===== src/rtl/instr_fetch_unit.sv =====
// Instruction fetch stage: holds the PC, reads words from a handshaked instruction
// memory, and presents a stable IR plus a one-cycle register write enable to the
// control unit. Supports branch redirect, read timeout/retry and a halt opcode.
module instr_fetch_unit #(
   parameter int unsigned ADDR_W       = 9,
   parameter int unsigned RESET_PC     = 0,
   parameter int unsigned WAIT_TIMEOUT = 15,
   parameter logic [4:0]  HALT_OPCODE  = 5'b11011
) (
   input  logic              clk,
   input  logic              clr,
   input  logic              run,
   output logic [ADDR_W-1:0] mem_addr,
   output logic              mem_rd,
   input  logic [31:0]       mem_data,
   input  logic              mem_ack,
   input  logic              pc_load,
   input  logic [ADDR_W-1:0] pc_target,
   input  logic              exec_done,
   output logic [31:0]       IR,
   output logic              ir_valid,
   output logic              wren,
   output logic [ADDR_W-1:0] pc,
   output logic              halted,
   output logic [15:0]       instr_count
);

   // Timeout counter only needs to reach WAIT_TIMEOUT-1.
   localparam int unsigned TW = (WAIT_TIMEOUT > 1) ? $clog2(WAIT_TIMEOUT) : 1;
   localparam logic [TW-1:0] TimeoutLast = TW'(WAIT_TIMEOUT - 1);

   // Opcodes with no destination register.
   localparam logic [4:0] OpMul = 5'b01100;
   localparam logic [4:0] OpDiv = 5'b01101;

   typedef enum logic [2:0] {
      StIdle,
      StReq,
      StWait,
      StIssue,
      StExec,
      StHalt
   } state_e;

   state_e            state_q, state_d;
   logic [ADDR_W-1:0] pc_q, pc_d;
   logic [31:0]       ir_q, ir_d;
   logic [TW-1:0]     tcnt_q, tcnt_d;
   logic [15:0]       cnt_q, cnt_d;
   logic [4:0]        opcode;
   logic              is_halt;
   logic              no_dest;

   assign opcode  = ir_q[31:27];
   assign is_halt = (opcode == HALT_OPCODE);
   assign no_dest = (opcode == OpMul) || (opcode == OpDiv);

   // FSM state register.
   always_ff @(posedge clk or negedge clr) begin
      if (!clr) begin
         state_q <= StIdle;
      end else begin
         state_q <= state_d;
      end
   end

   // FSM next-state logic.
   always_comb begin
      state_d = state_q;
      unique case (state_q)
         StIdle: begin
            if (run) state_d = StReq;
         end
         StReq: begin
            state_d = StWait;
         end
         StWait: begin
            if (mem_ack) begin
               state_d = StIssue;
            end else if (tcnt_q == TimeoutLast) begin
               // Re-request the same word; pc is untouched.
               state_d = StReq;
            end
         end
         StIssue: begin
            state_d = is_halt ? StHalt : StExec;
         end
         StExec: begin
            if (exec_done) state_d = run ? StReq : StIdle;
         end
         StHalt: begin
            state_d = StHalt;
         end
         default: begin
            state_d = StIdle;
         end
      endcase
   end

   // FSM outputs, decoded from the current state.
   always_comb begin
      mem_rd   = 1'b0;
      mem_addr = '0;
      ir_valid = 1'b0;
      wren     = 1'b0;
      halted   = 1'b0;
      unique case (state_q)
         StReq: begin
            mem_rd   = 1'b1;
            mem_addr = pc_q;
         end
         StIssue: begin
            ir_valid = 1'b1;
            wren     = !is_halt && !no_dest;
         end
         StExec: begin
            ir_valid = 1'b1;
         end
         StHalt: begin
            halted = 1'b1;
         end
         default: ;
      endcase
   end

   // Datapath next-state: pc, IR, timeout counter and issue counter.
   always_comb begin
      pc_d   = pc_q;
      ir_d   = ir_q;
      tcnt_d = tcnt_q;
      cnt_d  = cnt_q;
      unique case (state_q)
         StReq: begin
            tcnt_d = '0;
         end
         StWait: begin
            if (mem_ack) begin
               ir_d = mem_data;
               pc_d = pc_q + ADDR_W'(1);
            end else begin
               tcnt_d = tcnt_q + TW'(1);
            end
         end
         StIssue: begin
            if (cnt_q != 16'hFFFF) cnt_d = cnt_q + 16'd1;
         end
         StExec: begin
            // Later redirects overwrite earlier ones until exec_done.
            if (pc_load) pc_d = pc_target;
         end
         default: ;
      endcase
   end

   // Datapath registers.
   always_ff @(posedge clk or negedge clr) begin
      if (!clr) begin
         pc_q   <= ADDR_W'(RESET_PC);
         ir_q   <= '0;
         tcnt_q <= '0;
         cnt_q  <= '0;
      end else begin
         pc_q   <= pc_d;
         ir_q   <= ir_d;
         tcnt_q <= tcnt_d;
         cnt_q  <= cnt_d;
      end
   end

   assign IR          = ir_q;
   assign pc          = pc_q;
   assign instr_count = cnt_q;

endmodule


===== config.mk =====
export PLATFORM = sky130hd
export DESIGN_NAME = instr_fetch_unit
export DESIGN_NICKNAME = d
export VERILOG_FILES = /design/src/rtl/instr_fetch_unit.sv
export SDC_FILE = /design/constraint.sdc
export NUM_CORES = 1
export LEC_CHECK = 0
export CORE_MARGIN = 2
export CORE_UTILIZATION = 45
export CTS_BUF_LIST = sky130_fd_sc_hd__clkbuf_4 sky130_fd_sc_hd__clkbuf_8
export CTS_CLUSTER_SIZE = 8
export DETAILED_ROUTE_END_ITERATION = 8
export HOLD_SLACK_MARGIN = 0.03
export PLACE_DENSITY = 0.79
export SLEW_MARGIN = 15
export SYNTH_ARGS = -nofsm -noshare
export SYNTH_HDL_FRONTEND = slang
export SYNTH_SLANG_ARGS = --single-unit
export TNS_END_PERCENT = 5

===== constraint.sdc =====
create_clock -name clk -period 2.2 [get_ports clk]
set_clock_uncertainty 0.05 [all_clocks]
set_input_delay 0.44 -clock clk [delete_from_list [all_inputs] [get_ports clk]]
set_output_delay 0.44 -clock clk [all_outputs]
set_load 0.02 [all_outputs]

==> summary.txt <==
Clock tree
  • Clk_lat worst skew: 0.33 ns
  • TritonCTS Sinks: 64
  • Postcts setup bufs: 0
  • Total CTS buffers: 9
  • Max Root-Sink Buffers: 2
  • Worst-path clk slew: around 0.07 ns
  • H-tree depth: 3
  • Clock root buffer: clkbuf_8
  • CTS tree: yes

Synthesis
  • Synth async-reset ratio: 100.0%
  • Mapped Nets: 314
  • EDFF count, synth: 0
  • YS warnings: 0
  • Synthesized cell area: 0.003063 sq mm
  • Area leader, netlist: dfrtp_1
  • Cells after Synth: 263
  • Synth top area cells: dfrtp_1, mux2_2, xnor2_1, a21oi_1, nand2_1
  • Post-synth top area share: around 52%
  • Main synth FF type: dfrtp_1
  • FF+latch count, synth: 64
  • Synth cell types: 48
  • Register area share after synthesis: 52.29%
  • Syn_area_per_cell: 11.65 sq um

Power
  • Worst vdd ir: 0.8863 mV
  • Switching pwr: 2407 uW
  • Reg power frac: ~34%
  • P_int: 3880 uW
  • Pwr dens: 1374 mW/mm^2
  • Switching Share: 38.29%
  • Comb pwr share: 48.8%
  • P_leak: 0.001956 uW
  • Clock power share: 17.7%

STA
  • Final setup viols: 0
  • Worst-Margin Slew: 0.5554 ns
  • RSZ-0062 raised after global routing: no
  • Max-slew violations: 0
  • TNS Setup: 0 ns
  • Worst slew margin: 62.69%
  • Min Hold Slack: approximately 0.46 ns
  • Tmin final: between 2 and 2.5 ns
  • Final period util: between 90% and 100%
  • Final hold vios: 0
  • Max Clk Rate: 473.2 MHz

Layout
  • Final core occ: 68.50%
  • Proportion of layout cells with a drive suffix above 1: 21.91%
  • Area growth from synthesis to layout: 49.43%
  • NumNets Final: about 440
  • Area taken by flip-flops and latches: about 0.0016 sq mm
  • Multi-input gate area: 0.001386 sq mm
  • Filler cell count: around 510
  • N_diodes: 0

Floorplanning
  • I/O pin count: 117
  • Die span in y: 86.50 microns
  • Die width: between 80 and 90 microns
  • Die area: 0.007482 sq mm
  • Cell row count: 30
  • Core area: 0.006681 sq mm
  • Initial core utilization: a little under half

Drt
  • Met2 wire len: 3763 microns
  • Drt initial violations: 88
  • DRC: 0
  • Drt first pass iters: 4
  • WL met3: 515 microns
  • Routed Antenna Nets: 0
  • Via density: between 5 and 6
  • Metal-1 WL: 3088 microns
  • Routed WL: 7461 microns
  • Vias: 2553
  • DR top layer: met4
  • Wire length per cell: 15.64 microns

Worst setup path
  • Reg2Reg Launch Point: state_q[0]
  • Crit start category: flip-flop
  • Critical path class: reg2out
  • Critical Path RT: 1.71 ns
  • Endpoint type of the worst setup path: output port
  • Crit path max fanout: 14
  • Worst Setup SP: state_q[2]
  • Critical path arrival: 1.62 ns

Global route
  • Vias in the first global route: 2568
  • Initial antenna violation count: 0
  • First-pass GRT wire length: between 10000 and 15000 microns
  • GRT Resource Usage Total: 20.54%
  • Largest net degree at the start of global routing: 34
  • Grt ovf: 0

Job
  • Max-cap violations: 0

Hold path
  • Worst Hold Class: reg2reg
  • Min-delay src: IR[11]

Status
  • Status: complete, no violations

Placement
  • IO Port Bufs: 116
  • Gpl congestion: 0.8611
  • DP HPWL: roughly 5400 microns
-- registers in the layout, indices dropped and copies added, names as in the netlist --
name,cells
tcnt_q,4
pc,9
state_q,3
instr_count,16
IR,32
-- layer usage --
layer	vias to the layer above	GRT usage (%)
li1	1214	-
met1	1256	25.12
met2	75	34.06
met3	8	6.095
met5	-	0
met4	0	8.381
-- power groups by stage --
| stage | registers, uW | clock network, uW | logic [uW] |
|---|---|---|---|
| CTS | 2100 | 1140 | 3130 |
| detailed placement | 2110 | 0 | 3160 |
| finish | 2100 | 1110 | 3070 |
| floorplan | 2530 | 0 | 1220 |
| global route | 2180 | 1190 | 3280 |
| global placement | 2080 | 0 | 3090 |
-- what timing repair did --
item	in CTS	in global routing
hold endpoints to repair	17	0
hold buffers	1	0
setup endpoints to repair	13	10
gates resized for setup	24	13
-- layout by cell type (no fill, tap or decap), types with 2 or more instances in the layout --
cell type,Yosys,routed
buf_4,4,9
o22ai_1,2,2
nand2b_1,2,2
and4_1,3,3
nand4b_1,2,2
nand4_2,2,2
dfrtp_1,64,61
buf_12,0,3
nand4_1,8,8
a2bb2oi_1,2,2
clkbuf_2,0,9
nand2_1,16,16
ha_1,4,4
bufinv_16,0,2
nor3_1,6,6
a21o_1,2,2
a31oi_1,2,2
a32oi_1,2,2
nand3_1,10,10
nor2_1,14,14
o21ai_1,2,2
xnor2_1,9,9
clkbuf_8,0,10
nor2_2,2,2
dlygate4sd2_1,0,3
a21oi_1,15,15
mux2_2,33,33
inv_1,5,5
and3_1,2,2
xor2_1,5,5
o21ai_0,9,9
clkinv_2,0,3
and2_1,9,9
dfrtp_2,0,3
clkdlybuf4s50_1,0,102
-- through the flow --
step / setup WS [ns] / area (sq um) / cells / total power [uW]
2_1_floorplan: 0.3162 / 3063 / 263 / 3750
3_3_place_gp: 0.07252 / 4390 / 460 / 5173
3_5_place_dp: 0.07636 / 4390 / 460 / 5265
4_1_cts: 0.001176 / 4618 / 477 / 6367
5_1_grt: 0.008974 / 4577 / 477 / 6655
6_report: 0.08661 / 4577 / 477 / 6287
-- final timing paths --
path,endpoint,slack (ns),cells past startpoint
min in group asynchronous,instr_count[5],0.54,2
max,mem_addr[7],0.09,4
max in group asynchronous,state_q[2],0.95,3
max reg2reg,pc[5],0.42,6
min reg2reg,IR[11],0.46,1
min,IR[11],0.46,1
-- logic make-up (layout without fill, tap and decap cells) --
| family | count (synthesis) | in the layout | synth area share (%) |
|---|---|---|---|
| mux | 34 | 34 | 12.50 |
| simple gates | 89 | 89 | 18.06 |
| buf+inv | 16 | 150 | 2.941 |
| xor+xnor | 14 | 14 | 4.003 |
| flops | 64 | 64 | 52.29 |
| fa+ha+maj | 4 | 4 | 1.634 |
| compound gates | 42 | 42 | 8.578 |
-- Yosys cell counts (2+ instances only) --
| library cell | number |
|---|---|
| a32oi_1 | 2 |
| nor3_1 | 6 |
| inv_1 | 5 |
| nor2_2 | 2 |
| nor2_1 | 14 |
| nor4bb_1 | 2 |
| a2bb2oi_1 | 2 |
| o22ai_1 | 2 |
| dfrtp_1 | 64 |
| nand4_1 | 8 |
| xor2_1 | 5 |
| buf_4 | 4 |
| xnor2_1 | 9 |
| nand3_1 | 10 |
| nand2_1 | 16 |
| o21ai_0 | 9 |
| a21oi_1 | 15 |
| mux2_2 | 33 |
| a21o_1 | 2 |
| and4_1 | 3 |
| a31oi_1 | 2 |
| nand2b_1 | 2 |
| and3_1 | 2 |
| ha_1 | 4 |
| o21ai_1 | 2 |
| buf_2 | 6 |
| and2_1 | 9 |
| nand4b_1 | 2 |
| nand4_2 | 2 |
-- critical path, cell delays in order, from the launching register on --
cell and delay, ns:
dfrtp_2 0.46, nor3b_1 0.21, buf_4 0.21, and2_1 0.14, clkdlybuf4s15_2 0.26
-- layout make-up --
cell class | count | area share [%]
clock buffer | 10 | 3.007
clock inverter | 6 | 1.804
inverter | 5 | 0.4101
multi-input combinational | 183 | 30.29
sequential | 64 | 35.07
tap | 80 | 2.187
timing repair buffer | 129 | 27.23
(Power assumes the default switching activity.)
